### config.mk
export PLATFORM = sky130hd
export DESIGN_NAME = seq_match_logger
export DESIGN_NICKNAME = d
export VERILOG_FILES = /design/src/rtl/seq_match_logger.sv
export SDC_FILE = /design/constraint.sdc
export NUM_CORES = 1
export LEC_CHECK = 0
export ABC_AREA = 0
export BUFFER_PORTS_ARGS = -buffer_cell sky130_fd_sc_hd__buf_2
export CORE_UTILIZATION = 55
export DETAILED_ROUTE_END_ITERATION = 12
export PLACE_DENSITY = 0.72
export SLEW_MARGIN = 30
export SYNTH_ARGS = -nofsm -noshare
export SYNTH_HDL_FRONTEND = slang
export SYNTH_SLANG_ARGS = --single-unit
### constraint.sdc
create_clock -name clk -period 3 [get_ports clk]
set_input_delay 0.6 -clock clk [delete_from_list [all_inputs] [get_ports clk]]
set_output_delay 0.6 -clock clk [all_outputs]
set_load 0.005 [all_outputs]
### src/rtl/seq_match_logger.sv
// Timestamps single-cycle match pulses from the a##1 b##1 c detector and queues them in a small FIFO.
// Define SEQ_MATCH_LOGGER_GAP_EN to also store and present the gap since the previous logged match.
module seq_match_logger #(
  parameter int TS_W  = 16,
  parameter int DEPTH = 4,
  parameter int CNT_W = 8,
  localparam int PW   = $clog2(DEPTH),
  localparam int LW   = $clog2(DEPTH) + 1
) (
  input  logic             clk,
  input  logic             rst_n,
  input  logic             match_i,
  input  logic             clr_i,
  output logic             evt_valid_o,
  input  logic             evt_ready_i,
  output logic [TS_W-1:0]  evt_ts_o,
`ifdef SEQ_MATCH_LOGGER_GAP_EN
  output logic [TS_W-1:0]  evt_gap_o,
`endif
  output logic [CNT_W-1:0] evt_cnt_o,
  output logic [LW-1:0]    level_o,
  output logic             overflow_o
);

  logic [TS_W-1:0]  ts_q;
  logic [TS_W-1:0]  ts_mem [DEPTH];
  logic [TS_W-1:0]  last_ts_q;
  logic [PW-1:0]    wr_ptr_q;
  logic [PW-1:0]    rd_ptr_q;
  logic [LW-1:0]    level_q;
  logic [CNT_W-1:0] cnt_q;
  logic             ovf_q;

  logic empty;
  logic full;
  logic pop;
  logic push;
  logic drop;

  assign empty = (level_q == '0);
  assign full  = (level_q == LW'(DEPTH));
  assign pop   = !empty && evt_ready_i;
  // A full FIFO still accepts a push when the head leaves on the same edge.
  assign push  = match_i && (!full || pop);
  assign drop  = match_i && full && !pop;

  always_ff @(posedge clk) begin
    if (!rst_n) begin
      ts_q      <= '0;
      wr_ptr_q  <= '0;
      rd_ptr_q  <= '0;
      level_q   <= '0;
      cnt_q     <= '0;
      ovf_q     <= 1'b0;
      last_ts_q <= '0;
    end else begin
      ts_q <= ts_q + TS_W'(1);
      if (clr_i) begin
        wr_ptr_q <= '0;
        rd_ptr_q <= '0;
        level_q  <= '0;
        cnt_q    <= '0;
        ovf_q    <= 1'b0;
      end else begin
        if (push) wr_ptr_q <= wr_ptr_q + PW'(1);
        if (pop) begin
          rd_ptr_q  <= rd_ptr_q + PW'(1);
          last_ts_q <= ts_mem[rd_ptr_q];
        end
        if (push && !pop)      level_q <= level_q + LW'(1);
        else if (pop && !push) level_q <= level_q - LW'(1);
        if (match_i && (cnt_q != {CNT_W{1'b1}})) cnt_q <= cnt_q + CNT_W'(1);
        if (drop) ovf_q <= 1'b1;
      end
    end
  end

  always_ff @(posedge clk) begin
    if (rst_n && !clr_i && push) ts_mem[wr_ptr_q] <= ts_q;
  end

  // Once drained, the head shows the last popped entry rather than stale storage.
  assign evt_ts_o    = empty ? last_ts_q : ts_mem[rd_ptr_q];
  assign evt_valid_o = !empty;
  assign evt_cnt_o   = cnt_q;
  assign level_o     = level_q;
  assign overflow_o  = ovf_q;

`ifdef SEQ_MATCH_LOGGER_GAP_EN
  logic [TS_W-1:0] gap_mem [DEPTH];
  logic [TS_W-1:0] last_push_ts_q;
  logic [TS_W-1:0] last_gap_q;
  logic            have_push_q;
  logic [TS_W-1:0] gap_new;

  assign gap_new = have_push_q ? (ts_q - last_push_ts_q) : '0;

  always_ff @(posedge clk) begin
    if (!rst_n) begin
      last_push_ts_q <= '0;
      last_gap_q     <= '0;
      have_push_q    <= 1'b0;
    end else if (clr_i) begin
      have_push_q <= 1'b0;
    end else begin
      if (push) begin
        last_push_ts_q <= ts_q;
        have_push_q    <= 1'b1;
      end
      if (pop) last_gap_q <= gap_mem[rd_ptr_q];
    end
  end

  always_ff @(posedge clk) begin
    if (rst_n && !clr_i && push) gap_mem[wr_ptr_q] <= gap_new;
  end

  assign evt_gap_o = empty ? last_gap_q : gap_mem[rd_ptr_q];
`endif

endmodule

## Word level (Yosys, flattened, before mapping)

Memories as Yosys holds them, arrays and structs flattened. A register that Yosys moved wholly into a read port is not among the register bits.
Cells that the tools add are included.

| operators by class | value |
|---|---|
| add/sub/neg operators | 6 |
| equal/unequal tests | 2 |
| muxes and demuxes | 7 |
| bitwise operators | 2 |
| reductions and logical operators | 19 |

Operator list:

| cell | number |
|---|---|
| adder 16 x 1 -> 16 bit (second input constant) | 1 |
| two-way mux 16 bit | 1 |
| logical AND 1 bit | 9 |
| adder 8 x 1 -> 8 bit (second input constant) | 1 |
| inequality test 8 bit (second input constant) | 1 |
| two-way mux 3 bit | 2 |
| zero test 1 bit | 5 |
| adder 2 x 1 -> 2 bit (second input constant) | 2 |
| two-way mux 2 bit | 2 |
| adder 3 x 1 -> 3 bit (second input constant) | 1 |
| == test 3 bit (second input constant) | 1 |
| zero test 3 bit | 1 |
| subtractor 3 x 1 -> 3 bit (second input constant) | 1 |
| two-way mux 1 bit | 2 |
| inverter 1 bit | 2 |
| AND reduction 2 bit | 1 |
| nonzero test 2 bit | 1 |
| OR reduction 2 bit | 1 |
| logical OR 1 bit | 1 |

| storage, ports and cells | value |
|---|---|
| register bits after elaboration | 48 |
| bits in writable memories | 64 |
| bits of input ports | 5 |
| output and inout bits | 29 |
| word-level logic and storage cells | 44 |
| memories | 1 |

Memory list:

| name | depth | width | read ports | clocked after memory_dff | write ports | line | RTL |
|---|---|---|---|---|---|---|---|
| ts_mem | 4 | 16 | 1 | 1 | 1 | 26 | `logic [TS_W-1:0] ts_mem [DEPTH];` |

## Longest topological paths before layout

Gate-level depths: netlist of run 1.

| logic depth | value |
|---|---|
| depth in word-level cells | 9 |
| depth in mapped cells | 9 |
| depth with buffers taken out | 8 |

## Worst setup path after synthesis of run 1

No wires, ideal clock.

| path | value |
|---|---|
| path kind | input-to-reg |
| start point | input evt_ready_i |
| end point | register level_q[2] (netlist: level_o[2]) |
| setup time | 71 ps |
| data arrival time | 2151 ps |
| required time | 2929 ps |
| path slack | 778 ps |
| stages | 9 |
| path buffers | 1 |
| path through | nor4b_1 > nor2b_1 > clkbuf_1 > ha_1 > inv_1 > fa_1 > xor2_1 > or3_1 > a21oi_1 |

| between the ends | value |
|---|---|
| cells in the longest elaborated chain, start to end | 6 |
| elaborated cells on any way between the ends | 9 |
| those cells by class | mux: 1; reduce/logical: 8 |

Ends and longest elaborated chain:

| what | line | RTL |
|---|---|---|
| start: declaration | 15 | `input logic evt_ready_i,` |
| logical AND 1 bit (*) | 42 | `assign pop = !empty && evt_ready_i;` |
| logical OR 1 bit (*) | 44 | `assign push = match_i && (!full \|\| pop);` |
| logical AND 1 bit (*) | 44 |  |
| via push | 37 | `logic push;` |
| zero test 1 bit | 71 | `else if (pop && !push) level_q <= level_q - LW'(1);` |
| logical AND 1 bit | 71 |  |
| nonzero test 2 bit (no line) | - |  |
| end signal: assignment | 70 | `if (push && !pop) level_q <= level_q + LW'(1);` |
| end signal: assignment | 71 |  |
| end: declaration | 30 | `logic [LW-1:0] level_q;` |

Mark *: on every way through the listed nets, which the timed path passes. The rest lies on a longest branch.
A chain may end at the register's enable or synchronous reset.

==> impl_results.html, run 1 <==
<table>
<tr><th>Metric</th><th>Value</th></tr>
<tr><th colspan="2">Status</th></tr>
<tr><td>Result of the run</td><td>finished, final reports clean</td></tr>
<tr><th colspan="2">Clocking</th></tr>
<tr><td>TritonCTS buffer count</td><td>17</td></tr>
<tr><td>Count of hold-fix buffers inserted at cts</td><td>0</td></tr>
<tr><td>Post-CTS setup buffer count</td><td>0</td></tr>
<tr><td>Max Buffers Root-to-Sink</td><td>2</td></tr>
<tr><td>Sinks on Clock Net</td><td>114</td></tr>
<tr><td>Maximum level of the CTS H-tree</td><td>4</td></tr>
<tr><td>Clock root cell</td><td>clkbuf_8</td></tr>
<tr><td>Clock tree from TritonCTS</td><td>done</td></tr>
<tr><td>Total of cells resized after clock tree synthesis</td><td>0</td></tr>
<tr><td>Clock latency on the worst-skew pair</td><td>510 ps</td></tr>
<tr><td>Clock-pin slew on the worst setup and hold paths</td><td>60 ps</td></tr>
<tr><th colspan="2">Cells and area</th></tr>
<tr><td>Non-filler cells, final</td><td>472</td></tr>
<tr><td>Total of fill cells in the finished design</td><td>510</td></tr>
<tr><td>Number of diodes added for antenna fixing</td><td>0</td></tr>
<tr><td>Area taken by multi-input logic gates</td><td>1545 um^2</td></tr>
<tr><td>Fraction of layout instances using a drive strength above 1</td><td>0.3027</td></tr>
<tr><td>Area taken by flip-flops and latches</td><td>2923 um^2</td></tr>
<tr><td>Area growth from synthesis to layout</td><td>19.76%</td></tr>
<tr><td>Final Net Count</td><td>370</td></tr>
<tr><th colspan="2">Placed design</th></tr>
<tr><td>Routability congestion estimate</td><td>0.7277</td></tr>
<tr><td>HPWL Detailed</td><td>5092 um</td></tr>
<tr><td>Inst Count DP</td><td>440</td></tr>
<tr><td>Number of buffers added on ports</td><td>33</td></tr>
<tr><th colspan="2">Synth</th></tr>
<tr><td>Post-synth top flop</td><td>edfxtp_1</td></tr>
<tr><td>Netlist Area Pre-Place</td><td>4566 um^2</td></tr>
<tr><td>Average size of a mapped cell</td><td>14.87 um^2</td></tr>
<tr><td>Post-synthesis sequential area ratio</td><td>0.6402</td></tr>
<tr><td>Area share of the leading cell type in the synthesized netlist</td><td>0.4209</td></tr>
<tr><td>List of most frequent post-synthesis cells</td><td>edfxtp_1 (64), dfxtp_1 (50), a22o_1 (16), mux2_2 (16), mux4_2 (16)</td></tr>
<tr><td>Number of enable flip-flop cells after synthesis</td><td>64</td></tr>
<tr><td>Cell count after synthesis</td><td>307</td></tr>
<tr><td>Synth warnings</td><td>0</td></tr>
<tr><td>Synthesized flop and latch total</td><td>114</td></tr>
<tr><td>Top post-synthesis cells by area</td><td>edfxtp_1 (42%), dfxtp_1 (22%), mux4_2 (7.9%)</td></tr>
<tr><td>Synthesized netlist net count</td><td>320</td></tr>
<tr><td>Ys async rst share</td><td>0</td></tr>
<tr><td>Most numerous cell in the Yosys netlist</td><td>edfxtp_1</td></tr>
<tr><td>Largest area contributor in the netlist</td><td>edfxtp_1</td></tr>
<tr><td>Yosys cell types</td><td>44</td></tr>
<tr><th colspan="2">Detailed routing</th></tr>
<tr><td>Routed Wire Length</td><td>8526 um</td></tr>
<tr><td>DRC viols</td><td>0</td></tr>
<tr><td>Per-cell via count in the routed design</td><td>5.725</td></tr>
<tr><td>Antenna violation net count after detailed routing</td><td>0</td></tr>
<tr><td>Via count</td><td>2702</td></tr>
<tr><td>DRT Pass-1 Iters</td><td>4</td></tr>
<tr><td>Detail-routed net length per standard cell</td><td>18.06 um</td></tr>
<tr><td>Drt first-iter violations</td><td>111</td></tr>
<tr><th colspan="2">GRT</th></tr>
<tr><td>Initial antenna violation count</td><td>0</td></tr>
<tr><td>Largest net degree at the start of global routing</td><td>20</td></tr>
<tr><td>Total global routing track utilization</td><td>0.2160</td></tr>
<tr><td>Global-route wire length before repair</td><td>13540 um</td></tr>
<tr><td>Total congestion overflow</td><td>0</td></tr>
<tr><td>Number of global-route vias before repair</td><td>2620</td></tr>
<tr><th colspan="2">Timing</th></tr>
<tr><td>Aggregate negative setup slack</td><td>0 ps</td></tr>
<tr><td>Final critical delay including setup and external delays</td><td>2734 ps</td></tr>
<tr><td>Pin slew with the least headroom to its limit</td><td>759.6 ps</td></tr>
<tr><td>Slew margin rel.</td><td>0.4931</td></tr>
<tr><td>Setup repair after global routing missed its margin</td><td>no</td></tr>
<tr><td>Final setup violation count</td><td>0</td></tr>
<tr><td>Fin. Hold Viols</td><td>0</td></tr>
<tr><td>Final worst clock skew</td><td>10.15 ps</td></tr>
<tr><td>Count of final max-slew check failures</td><td>0</td></tr>
<tr><td>Highest achievable clock rate</td><td>365.7 MHz</td></tr>
<tr><td>Tcrit/Tclk final</td><td>0.9114</td></tr>
<tr><th colspan="2">Worst setup path</th></tr>
<tr><td>Slowest cell on crit path</td><td>mux4_2</td></tr>
<tr><td>Data arrival, critical path</td><td>2130 ps</td></tr>
<tr><td>Crit path largest cell delay</td><td>590 ps</td></tr>
<tr><td>Largest fanout on the critical path</td><td>16</td></tr>
<tr><td>Crit Path Category</td><td>reg2out</td></tr>
<tr><td>Cell family with most CP delay</td><td>multiplexers</td></tr>
<tr><td>RR Startpoint</td><td>level_o[0]</td></tr>
<tr><td>Number of buffers and inverters on the critical path</td><td>2</td></tr>
<tr><td>Setup crit end kind</td><td>primary output</td></tr>
<tr><td>Worst endpoint required time</td><td>2400 ps</td></tr>
<tr><td>Cells traversed along the worst timing path</td><td>buf_4, mux4_2, mux2_2, buf_2</td></tr>
<tr><td>Worst Setup Start Kind</td><td>flip-flop</td></tr>
<tr><th colspan="2">Power</th></tr>
<tr><td>Max VDD drop</td><td>352.5 uV</td></tr>
<tr><td>Leak Pwr</td><td>2.071 nW</td></tr>
<tr><td>Power per unit of standard cell area</td><td>711.0 nW/um^2</td></tr>
<tr><th colspan="2">Die</th></tr>
<tr><td>Number of standard-cell rows in the floorplan</td><td>32</td></tr>
<tr><td>Initial cell density of the core</td><td>0.5788</td></tr>
<tr><td>Number of top-level pins</td><td>34</td></tr>
<tr><td>Area enclosed by the die boundary</td><td>8669 um^2</td></tr>
<tr><td>Die span in y</td><td>93.11 um</td></tr>
<tr><td>Die Wd</td><td>93.11 um</td></tr>
<tr><td>Core footprint</td><td>7888 um^2</td></tr>
<tr><th colspan="2">Min path</th></tr>
<tr><td>Hold Crit Class</td><td>in2reg</td></tr>
<tr><td>Launch point of the worst hold path</td><td>match_i</td></tr>
<tr><th colspan="2">Flow run</th></tr>
<tr><td>Max-cap violations</td><td>0</td></tr>
</table>
==> kinds of logic (layout without fill, tap and decap cells) <==
family / Yosys count / in the layout / synth area share
compound gates: 38 / 38 / 0.06385
fa+ha+maj: 8 / 8 / 0.02357
mux: 34 / 34 / 0.1228
xor+xnor: 17 / 17 / 0.03261
flops: 114 / 114 / 0.6402
buf+inv: 19 / 82 / 0.02137
simple gates: 77 / 77 / 0.09565
==> final timing paths <==
path              slack [ps]      endpoint  cells after the start
hold reg to reg          460    overflow_o                      2
setup reg to reg         700    level_o[2]                      8
setup / recovery         270  evt_ts_o[12]                      4
hold / removal           390    overflow_o                      3
==> worst min-delay path, stage by stage <==
cell and delay, ps:
buf_2 130, a21oi_1 70, nor2_1 70
==> state kept, by name (all words and copies together), names as in the netlist, named ones only <==
name / cells
evt_cnt_o: 8
last_ts_q: 16
level_o: 3
overflow_o: 1
rd_ptr_q: 2
ts_mem: 64
ts_q: 16
wr_ptr_q: 2
==> stage by stage <==
step	util	power [mW]	hold slack, ps	area, um^2	setup WS (ps)
6_report	0.6932	3.888	385.8	5468	265.7
5_1_grt	0.6932	4.004	391.2	5468	169.2
4_1_cts	0.6932	3.904	371.2	5468	230.8
3_5_place_dp	0.6164	1.940	456.4	4862	436.9
3_3_place_gp	0.6164	1.934	452.2	4862	515.6
2_1_floorplan	-	1.875	445.0	4566	777.9
==> cell usage in the layout, fill, tap and decap left out, drive strengths merged, types with 2 or more instances in the layout <==
cell    synthesis  routed
edfxtp         64      64
dfxtp          50      50
buf             7      43
clkbuf          5      26
mux4           16      16
mux2           16      16
a22o           16      16
nor2           16      16
xor2           12      12
and2           12      12
nand3          10      10
inv             7       8
nand2           8       8
nor3            7       7
o21ai           7       7
ha              7       7
nand4           6       6
xnor2           5       5
clkinv          0       5
and3            4       4
a21oi           4       4
or3             4       4
nor2b           3       3
nor4            3       3
a21boi          3       3
mux2i           2       2
o311a           2       2
a211oi          2       2
==> power by group <==
group          leakage, nW  internal, mW  total (mW)  switching [mW]
logic                0.783         0.110       0.221           0.111
registers            0.981          1.67        1.69          0.0227
clock network        0.307          1.30        1.98           0.678
total                 2.07          3.08        3.89           0.812
==> final cells by class <==
type                       instances  share of cell area
inverter                           7            0.004805
tap                              102             0.02334
clock inverter                     6            0.005721
clock buffer                      26              0.1050
multi-input combinational        174              0.2826
timing repair buffer              43             0.04394
sequential                       114              0.5346
==> metal layers <==
| layer | track usage | part of all wire | routed length (um) |
|---|---|---|---|
| met5 | 0 | 0 | 0 |
| met4 | 0.09487 | 0.015 | 125 |
| met3 | 0.07317 | 0.060 | 512 |
| met2 | 0.3536 | 0.48 | 4124 |
| met1 | 0.2600 | 0.44 | 3763 |
Power figures use the tool's default switching activity.
==> inputs of run 2 (changes only) <==
==> constraint.sdc (replaced) <==
create_clock -name clk -period 3 [get_ports clk]
set_input_delay 0.15 -clock clk [delete_from_list [all_inputs] [get_ports clk]]
set_output_delay 0.15 -clock clk [all_outputs]
set_load 0.005 [all_outputs]
==> run 2 against run 1 <==
  * Global-route usage shrank 0.19 points
  * Clock skew shrank 1.5 ps
  * Clock-buffer cell count is 3 lower
  * First-iteration DRC count is 8.1% lower
  * Largest power group unchanged
  * Highest routed layer unchanged
  * Cell count down 1.1%
  * Critical endpoint is now evt_ts_o[10]
  * Largest cell class unchanged
  * Sequential cell count did not move
==> impl_results.html, run 2 (synthesized netlist as in run 1, its figures left out) <==
<table>
<tr><th>Metric</th><th>Value</th></tr>
<tr><th colspan="2">Status</th></tr>
<tr><td>Result of the run</td><td>finished, final reports clean</td></tr>
<tr><th colspan="2">Cells and area</th></tr>
<tr><td>Number of diodes added for antenna fixing</td><td>0</td></tr>
<tr><td>Largest registers in the final layout</td><td>ts_mem: 64 flops, last_ts_q: 16 flops, ts_q: 16 flops</td></tr>
<tr><td>Non-filler cells, final</td><td>467</td></tr>
<tr><td>Max FFs per register</td><td>64</td></tr>
<tr><td>Area growth from synthesis to layout</td><td>18.55%</td></tr>
<tr><td>Most common cell after layout, fill and taps aside</td><td>edfxtp_1</td></tr>
<tr><td>Fraction of layout instances using a drive strength above 1</td><td>0.2904</td></tr>
<tr><td>Final Net Count</td><td>365</td></tr>
<tr><td>Top library cells by usage in the layout, fill and taps aside</td><td>edfxtp_1 (64), dfxtp_1 (50), buf_2 (33)</td></tr>
<tr><td>Reg with most FFs</td><td>ts_mem</td></tr>
<tr><th colspan="2">Placed design</th></tr>
<tr><td>Inst Count DP</td><td>433</td></tr>
<tr><td>Routability congestion estimate</td><td>0.7833</td></tr>
<tr><td>HPWL Detailed</td><td>4933 um</td></tr>
<tr><td>Number of buffers added on ports</td><td>33</td></tr>
<tr><th colspan="2">Clocking</th></tr>
<tr><td>Sinks on Clock Net</td><td>114</td></tr>
<tr><td>Max Buffers Root-to-Sink</td><td>2</td></tr>
<tr><td>Clock-pin slew on the worst setup and hold paths</td><td>60 ps</td></tr>
<tr><td>Post-CTS setup buffer count</td><td>0</td></tr>
<tr><td>Clock latency on the worst-skew pair</td><td>510 ps</td></tr>
<tr><td>TritonCTS buffer count</td><td>17</td></tr>
<tr><td>Clock tree from TritonCTS</td><td>done</td></tr>
<tr><td>Maximum level of the CTS H-tree</td><td>4</td></tr>
<tr><td>Clock root cell</td><td>clkbuf_8</td></tr>
<tr><th colspan="2">Detailed routing</th></tr>
<tr><td>Per-cell via count in the routed design</td><td>5.670</td></tr>
<tr><td>Drt first-iter violations</td><td>102</td></tr>
<tr><td>Via count</td><td>2648</td></tr>
<tr><td>Detail-routed net length per standard cell</td><td>17.32 um</td></tr>
<tr><td>Antenna violation net count after detailed routing</td><td>0</td></tr>
<tr><td>DRT Pass-1 Iters</td><td>4</td></tr>
<tr><td>Routed Wire Length</td><td>8088 um</td></tr>
<tr><td>DRC viols</td><td>0</td></tr>
<tr><th colspan="2">GRT</th></tr>
<tr><td>Largest net degree at the start of global routing</td><td>20</td></tr>
<tr><td>Global-route wire length before repair</td><td>13440 um</td></tr>
<tr><td>Number of global-route vias before repair</td><td>2638</td></tr>
<tr><td>Total congestion overflow</td><td>0</td></tr>
<tr><td>Initial antenna violation count</td><td>0</td></tr>
<tr><td>Total global routing track utilization</td><td>0.2141</td></tr>
<tr><th colspan="2">Power</th></tr>
<tr><td>Leak Pwr</td><td>2.030 nW</td></tr>
<tr><td>Max VDD drop</td><td>377.5 uV</td></tr>
<tr><td>Power per unit of standard cell area</td><td>706.4 nW/um^2</td></tr>
<tr><th colspan="2">Worst setup path</th></tr>
<tr><td>Data arrival, critical path</td><td>2210 ps</td></tr>
<tr><td>Crit Path Category</td><td>reg2out</td></tr>
<tr><td>Setup crit end kind</td><td>primary output</td></tr>
<tr><td>Worst Setup Start Kind</td><td>flip-flop</td></tr>
<tr><td>Worst endpoint required time</td><td>2850 ps</td></tr>
<tr><td>Number of buffers and inverters on the critical path</td><td>1</td></tr>
<tr><td>Cell family with most CP delay</td><td>flip-flops</td></tr>
<tr><td>Largest fanout on the critical path</td><td>16</td></tr>
<tr><td>Crit path largest cell delay</td><td>820 ps</td></tr>
<tr><td>Cells traversed along the worst timing path</td><td>mux4_2, mux2_2, buf_2</td></tr>
<tr><td>Slowest cell on crit path</td><td>dfxtp_1</td></tr>
<tr><th colspan="2">Timing</th></tr>
<tr><td>Count of final max-slew check failures</td><td>0</td></tr>
<tr><td>Highest achievable clock rate</td><td>424.2 MHz</td></tr>
<tr><td>Pin slew with the least headroom to its limit</td><td>868.2 ps</td></tr>
<tr><td>Fin. Hold Viols</td><td>0</td></tr>
<tr><td>Final setup violation count</td><td>0</td></tr>
<tr><td>Final worst hold slack</td><td>58.42 ps</td></tr>
<tr><td>Slew margin rel.</td><td>0.4212</td></tr>
<tr><td>Setup repair after global routing missed its margin</td><td>no</td></tr>
<tr><td>Final worst clock skew</td><td>8.651 ps</td></tr>
<tr><td>Tcrit/Tclk final</td><td>0.7857</td></tr>
<tr><td>Final critical delay including setup and external delays</td><td>2357 ps</td></tr>
<tr><td>Aggregate negative setup slack</td><td>0 ps</td></tr>
<tr><th colspan="2">Die</th></tr>
<tr><td>Die span in y</td><td>93.11 um</td></tr>
<tr><td>Core footprint</td><td>7888 um^2</td></tr>
<tr><td>Die Wd</td><td>93.11 um</td></tr>
<tr><td>Number of standard-cell rows in the floorplan</td><td>32</td></tr>
<tr><td>Initial cell density of the core</td><td>0.5788</td></tr>
<tr><td>Area enclosed by the die boundary</td><td>8669 um^2</td></tr>
<tr><td>Number of top-level pins</td><td>34</td></tr>
<tr><th colspan="2">Min path</th></tr>
<tr><td>Hold Crit Class</td><td>in2reg</td></tr>
<tr><th colspan="2">Flow run</th></tr>
<tr><td>Max-cap violations</td><td>0</td></tr>
</table>
run 2: through the flow:
step / setup slack [ps] / utilization / power, mW / cell area [um^2]
6_report: 642.8 / 0.6862 / 3.824 / 5413
5_1_grt: 494.8 / 0.6862 / 3.966 / 5413
4_1_cts: 583.2 / 0.6862 / 3.854 / 5413
3_5_place_dp: 697.0 / 0.6098 / 1.936 / 4810
3_3_place_gp: 808.0 / 0.6098 / 1.931 / 4810
2_1_floorplan: 823.6 / - / 1.875 / 4566
run 2: worst paths after layout:
check	depth (start not counted)	from	end	slack [ps]
min reg2reg	2	overflow_o	overflow_o	460
max	3	flip-flop	evt_ts_o[10]	640
min	2	rst_n	ts_q[5]	60
max reg2reg	8	level_o[0]	level_o[2]	690
run 2: layer usage:
layer | vias up | track usage | share of wire
met5 | - | 0 | 0
met3 | 9 | 0.07236 | 0.055
met4 | 0 | 0.09872 | 0.011
li1 | 1262 | - | -
met2 | 70 | 0.3425 | 0.47
met1 | 1307 | 0.2632 | 0.46
run 2: cell type report:
cell class,count,area (um^2)
sequential,114,2923
clock inverter,9,73.82
fill,524,2475
tap,102,127.6
timing repair buffer,38,207.7
inverter,7,26.28
clock buffer,23,509.2
multi-input combinational,174,1545
run 2: repair_timing:
| item | in CTS | in global routing |
|---|---|---|
| gates resized for setup | 0 | 0 |
| hold endpoints to repair | 3 | 0 |
| hold buffers | 2 | 0 |
run 2: power by group:
part,total (mW),switching (mW),internal [mW]
registers,1.69,0.0221,1.67
clock network,1.92,0.664,1.25
logic,0.219,0.110,0.110
total,3.82,0.796,3.03
==> inputs of run 3 (changes only) <==
- ABC_AREA: 0 -> 1
- CORE_UTILIZATION: 55 -> 54
- PLACE_DENSITY: 0.72 -> 0.73
- clock period: 3 -> 1.9 ns (I/O delays scaled with it)
==> run 3 against run 2 <==
  * Register-to-register slack worse by 570 ps
  * Sequential cell count is the same
  * Clock power rose by 72%
  * Cell area up 8.0%
  * Highest routed layer unchanged
  * Largest cell class unchanged
  * Combinational power is 140% higher
  * Cell count increased by 47%
  * Hold slack worse by 1.4 ps
  * Clock-buffer cell count fell by 2
==> impl_results.html, run 3 <==
<table>
<tr><th>Metric</th><th>Value</th></tr>
<tr><th colspan="2">Timing</th></tr>
<tr><td>Aggregate negative setup slack</td><td>0 ps</td></tr>
<tr><td>Count of final max-slew check failures</td><td>0</td></tr>
<tr><td>Final worst clock skew</td><td>8.557 ps</td></tr>
<tr><td>Final setup violation count</td><td>0</td></tr>
<tr><td>Setup repair after global routing missed its margin</td><td>yes</td></tr>
<tr><td>Fin. Hold Viols</td><td>0</td></tr>
<tr><td>Tcrit/Tclk final</td><td>0.9495</td></tr>
<tr><td>Final critical delay including setup and external delays</td><td>1804 ps</td></tr>
<tr><td>Highest achievable clock rate</td><td>554.3 MHz</td></tr>
<tr><td>Slew margin rel.</td><td>0.7523</td></tr>
<tr><td>Pin slew with the least headroom to its limit</td><td>367.7 ps</td></tr>
<tr><th colspan="2">Synth</th></tr>
<tr><td>Post-synthesis sequential area ratio</td><td>0.5991</td></tr>
<tr><td>Post-synth top flop</td><td>edfxtp_1</td></tr>
<tr><td>Netlist Area Pre-Place</td><td>4878 um^2</td></tr>
<tr><td>Most numerous cell in the Yosys netlist</td><td>nor2_1</td></tr>
<tr><td>Synthesized flop and latch total</td><td>114</td></tr>
<tr><td>Top post-synthesis cells by area</td><td>edfxtp_1 (39%), dfxtp_1 (21%), nor2_1 (6.8%)</td></tr>
<tr><td>Number of enable flip-flop cells after synthesis</td><td>64</td></tr>
<tr><td>Synth warnings</td><td>0</td></tr>
<tr><td>Largest area contributor in the netlist</td><td>edfxtp_1</td></tr>
<tr><td>Average size of a mapped cell</td><td>9.418 um^2</td></tr>
<tr><td>Ys async rst share</td><td>0</td></tr>
<tr><td>Yosys cell types</td><td>28</td></tr>
<tr><td>List of most frequent post-synthesis cells</td><td>nor2_1 (89), nand2_1 (77), edfxtp_1 (64)</td></tr>
<tr><td>Cell count after synthesis</td><td>518</td></tr>
<tr><td>Synthesized netlist net count</td><td>531</td></tr>
<tr><td>Area share of the leading cell type in the synthesized netlist</td><td>0.3939</td></tr>
<tr><th colspan="2">Min path</th></tr>
<tr><td>Launch point of the worst hold path</td><td>clr_i</td></tr>
<tr><td>Hold Path End</td><td>last_ts_q[3]</td></tr>
<tr><td>Hold Crit Class</td><td>in2reg</td></tr>
<tr><td>Hold depth</td><td>4</td></tr>
<tr><th colspan="2">Worst setup path</th></tr>
<tr><td>RR Startpoint</td><td>level_o[1]</td></tr>
<tr><td>Setup crit end kind</td><td>primary output</td></tr>
<tr><td>Crit path largest cell delay</td><td>350 ps</td></tr>
<tr><td>Data arrival, critical path</td><td>1710 ps</td></tr>
<tr><td>Crit Path Category</td><td>reg2out</td></tr>
<tr><td>Cell family with most CP delay</td><td>buffers and inverters</td></tr>
<tr><td>Worst endpoint required time</td><td>1800 ps</td></tr>
<tr><td>Number of buffers and inverters on the critical path</td><td>3</td></tr>
<tr><td>Slowest cell on crit path</td><td>dfxtp_1</td></tr>
<tr><td>Worst Setup Start Kind</td><td>flip-flop</td></tr>
<tr><td>Reg-to-reg setup timing slack</td><td>120 ps</td></tr>
<tr><td>Length in cells of the worst reg-to-reg path</td><td>11</td></tr>
<tr><td>Cells traversed along the worst timing path</td><td>inv_1, nand2_4, buf_8, nor2_1, a31oi_1, buf_2</td></tr>
<tr><td>Reg-to-reg endpoint</td><td>level_o[2]</td></tr>
<tr><td>Largest fanout on the critical path</td><td>33</td></tr>
<tr><th colspan="2">GRT</th></tr>
<tr><td>Global-route wire length before repair</td><td>16440 um</td></tr>
<tr><td>M1 GR Usage</td><td>0.2825</td></tr>
<tr><td>Largest net degree at the start of global routing</td><td>65</td></tr>
<tr><td>Met3 usage</td><td>0.05827</td></tr>
<tr><td>Busiest grt layer</td><td>met2</td></tr>
<tr><td>Number of global-route vias before repair</td><td>3473</td></tr>
<tr><td>Global-route met2 utilization</td><td>0.3738</td></tr>
<tr><td>Initial antenna violation count</td><td>0</td></tr>
<tr><td>Total congestion overflow</td><td>0</td></tr>
<tr><td>Total global routing track utilization</td><td>0.2244</td></tr>
<tr><th colspan="2">Detailed routing</th></tr>
<tr><td>Per-cell via count in the routed design</td><td>5.259</td></tr>
<tr><td>DRT Pass-1 Iters</td><td>4</td></tr>
<tr><td>DRC viols</td><td>0</td></tr>
<tr><td>Detail-routed net length per standard cell</td><td>14.52 um</td></tr>
<tr><td>Via count</td><td>3608</td></tr>
<tr><td>Antenna violation net count after detailed routing</td><td>0</td></tr>
<tr><td>Routed Wire Length</td><td>9961 um</td></tr>
<tr><td>Drt first-iter violations</td><td>207</td></tr>
<tr><th colspan="2">Clocking</th></tr>
<tr><td>Maximum level of the CTS H-tree</td><td>4</td></tr>
<tr><td>Sinks on Clock Net</td><td>114</td></tr>
<tr><td>TritonCTS buffer count</td><td>17</td></tr>
<tr><td>Clock-pin slew on the worst setup and hold paths</td><td>60 ps</td></tr>
<tr><td>Clock latency on the worst-skew pair</td><td>510 ps</td></tr>
<tr><td>Max Buffers Root-to-Sink</td><td>2</td></tr>
<tr><td>Clock tree from TritonCTS</td><td>done</td></tr>
<tr><td>Clock root cell</td><td>clkbuf_8</td></tr>
<tr><th colspan="2">Placed design</th></tr>
<tr><td>Cell Area, Placed</td><td>5186 um^2</td></tr>
<tr><td>Routability congestion estimate</td><td>0.7763</td></tr>
<tr><td>HPWL Detailed</td><td>6182 um</td></tr>
<tr><td>Number of buffers added on ports</td><td>33</td></tr>
<tr><th colspan="2">Cells and area</th></tr>
<tr><td>Final Net Count</td><td>578</td></tr>
<tr><td>Most common cell after layout, fill and taps aside</td><td>nor2_1</td></tr>
<tr><td>Largest registers in the final layout</td><td>ts_mem: 64 flops, last_ts_q: 16 flops, ts_q: 16 flops</td></tr>
<tr><td>Max FFs per register</td><td>64</td></tr>
<tr><td>Fraction of layout instances using a drive strength above 1</td><td>0.1522</td></tr>
<tr><td>Final Core Density</td><td>0.6703</td></tr>
<tr><td>Number of diodes added for antenna fixing</td><td>0</td></tr>
<tr><td>Top library cells by usage in the layout, fill and taps aside</td><td>nor2_1 (89), nand2_1 (76), edfxtp_1 (64)</td></tr>
<tr><td>Layout Cell Area excl Fill</td><td>5846 um^2</td></tr>
<tr><td>Area growth from synthesis to layout</td><td>19.83%</td></tr>
<tr><td>Reg with most FFs</td><td>ts_mem</td></tr>
<tr><th colspan="2">Flow run</th></tr>
<tr><td>Max-cap violations</td><td>0</td></tr>
<tr><th colspan="2">Die</th></tr>
<tr><td>Die span in y</td><td>97.05 um</td></tr>
<tr><td>Core footprint</td><td>8721 um^2</td></tr>
<tr><td>Die Wd</td><td>97.05 um</td></tr>
<tr><td>Number of top-level pins</td><td>34</td></tr>
<tr><td>Initial cell density of the core</td><td>0.5594</td></tr>
<tr><td>Number of standard-cell rows in the floorplan</td><td>34</td></tr>
<tr><td>Area enclosed by the die boundary</td><td>9419 um^2</td></tr>
<tr><th colspan="2">Power</th></tr>
<tr><td>Power per unit of standard cell area</td><td>1113 nW/um^2</td></tr>
<tr><td>Max VDD drop</td><td>739.1 uV</td></tr>
<tr><td>Leak Pwr</td><td>2.369 nW</td></tr>
<tr><th colspan="2">Status</th></tr>
<tr><td>Result of the run</td><td>finished, final reports clean</td></tr>
</table>
==> run 3: changes by cell type after synthesis, moves of 17 or more <==
| cell | before | now |
|---|---|---|
| a31oi_1 | 0 | 17 |
| a21oi_1 | 4 | 34 |
| o21ai_0 | 7 | 39 |
| nand2_1 | 7 | 77 |
| nor2_1 | 15 | 89 |
| inv_1 | 7 | 62 |
==> run 3: cells by family after synthesis <==
logic type / share of synthesized area
flops: 0.5991
fa+ha+maj: 0.02206
compound gates: 0.1244
buf+inv: 0.07002
xor+xnor: 0.01257
simple gates: 0.1718
==> run 3: worst max path at each step <==
| stage | start | end | slack, ps | cells after the start |
|---|---|---|---|---|
| finish | level_o[2] | evt_ts_o[8] | 100 | 6 |
| global route | level_o[0] | level_o[2] | -30 | 11 |
| CTS | flip-flop | evt_ts_o[1] | 20 | 4 |
| detailed placement | level_o[0] | level_o[2] | 60 | 11 |
| global placement | level_o[0] | level_o[2] | 160 | 11 |
| floorplan | level_o[0] | ts_mem[0][0] | -40 | 6 |
==> run 3: per-stage QoR <==
step           hold WS, ps  setup WS, ps  total power [mW]  instances
2_1_floorplan        233.4        -42.02             3.045        518
3_5_place_dp         452.4         59.64             3.234        652
4_1_cts              50.44         22.58             6.532        686
3_3_place_gp         434.7         155.9             3.214        652
6_report             57.03         95.94             6.506        686
5_1_grt              72.38        -29.39             6.704        686
==> run 3: what timing repair did <==
| action | CTS | global route |
|---|---|---|
| hold buffers | 2 | 0 |
| pin swaps | 0 | 1 |
| endpoints found under the hold margin | 6 | 0 |
| gates resized for setup | 1 | 6 |
| setup endpoints to repair | 1 | 5 |
| setup buffers | 0 | 0 |
==> run 3: power breakdown <==
group	switching [mW]	leakage, nW	internal, mW	total (mW)
Clock	1.05	0.308	2.26	3.31
Combinational	0.310	1.07	0.206	0.516
Sequential	0.0359	0.990	2.65	2.68
Total	1.40	2.37	5.11	6.51
==> run 3: area by class of cell <==
type | instances | area, um^2
clock buffer | 21 | 470.5
clock inverter | 11 | 155.1
fill | 653 | 2875
inverter | 64 | 245.2
multi-input combinational | 321 | 1617
sequential | 114 | 2924
tap | 108 | 135.1
timing repair buffer | 47 | 299.0
==> run 3: per-layer routing <==
layer,part of all wire,vias up
li1,-,1824
met1,0.44,1674
met2,0.50,94
met3,0.050,16
met4,0.012,0
met5,0,-
==> run 3: tightest hold or removal path: cells and delay by family <==
kind,cells,cell delay (ps)
AO/OA/AOI/OAI,1,150
buffers and inverters,1,140
AND/OR/NAND/NOR,2,130
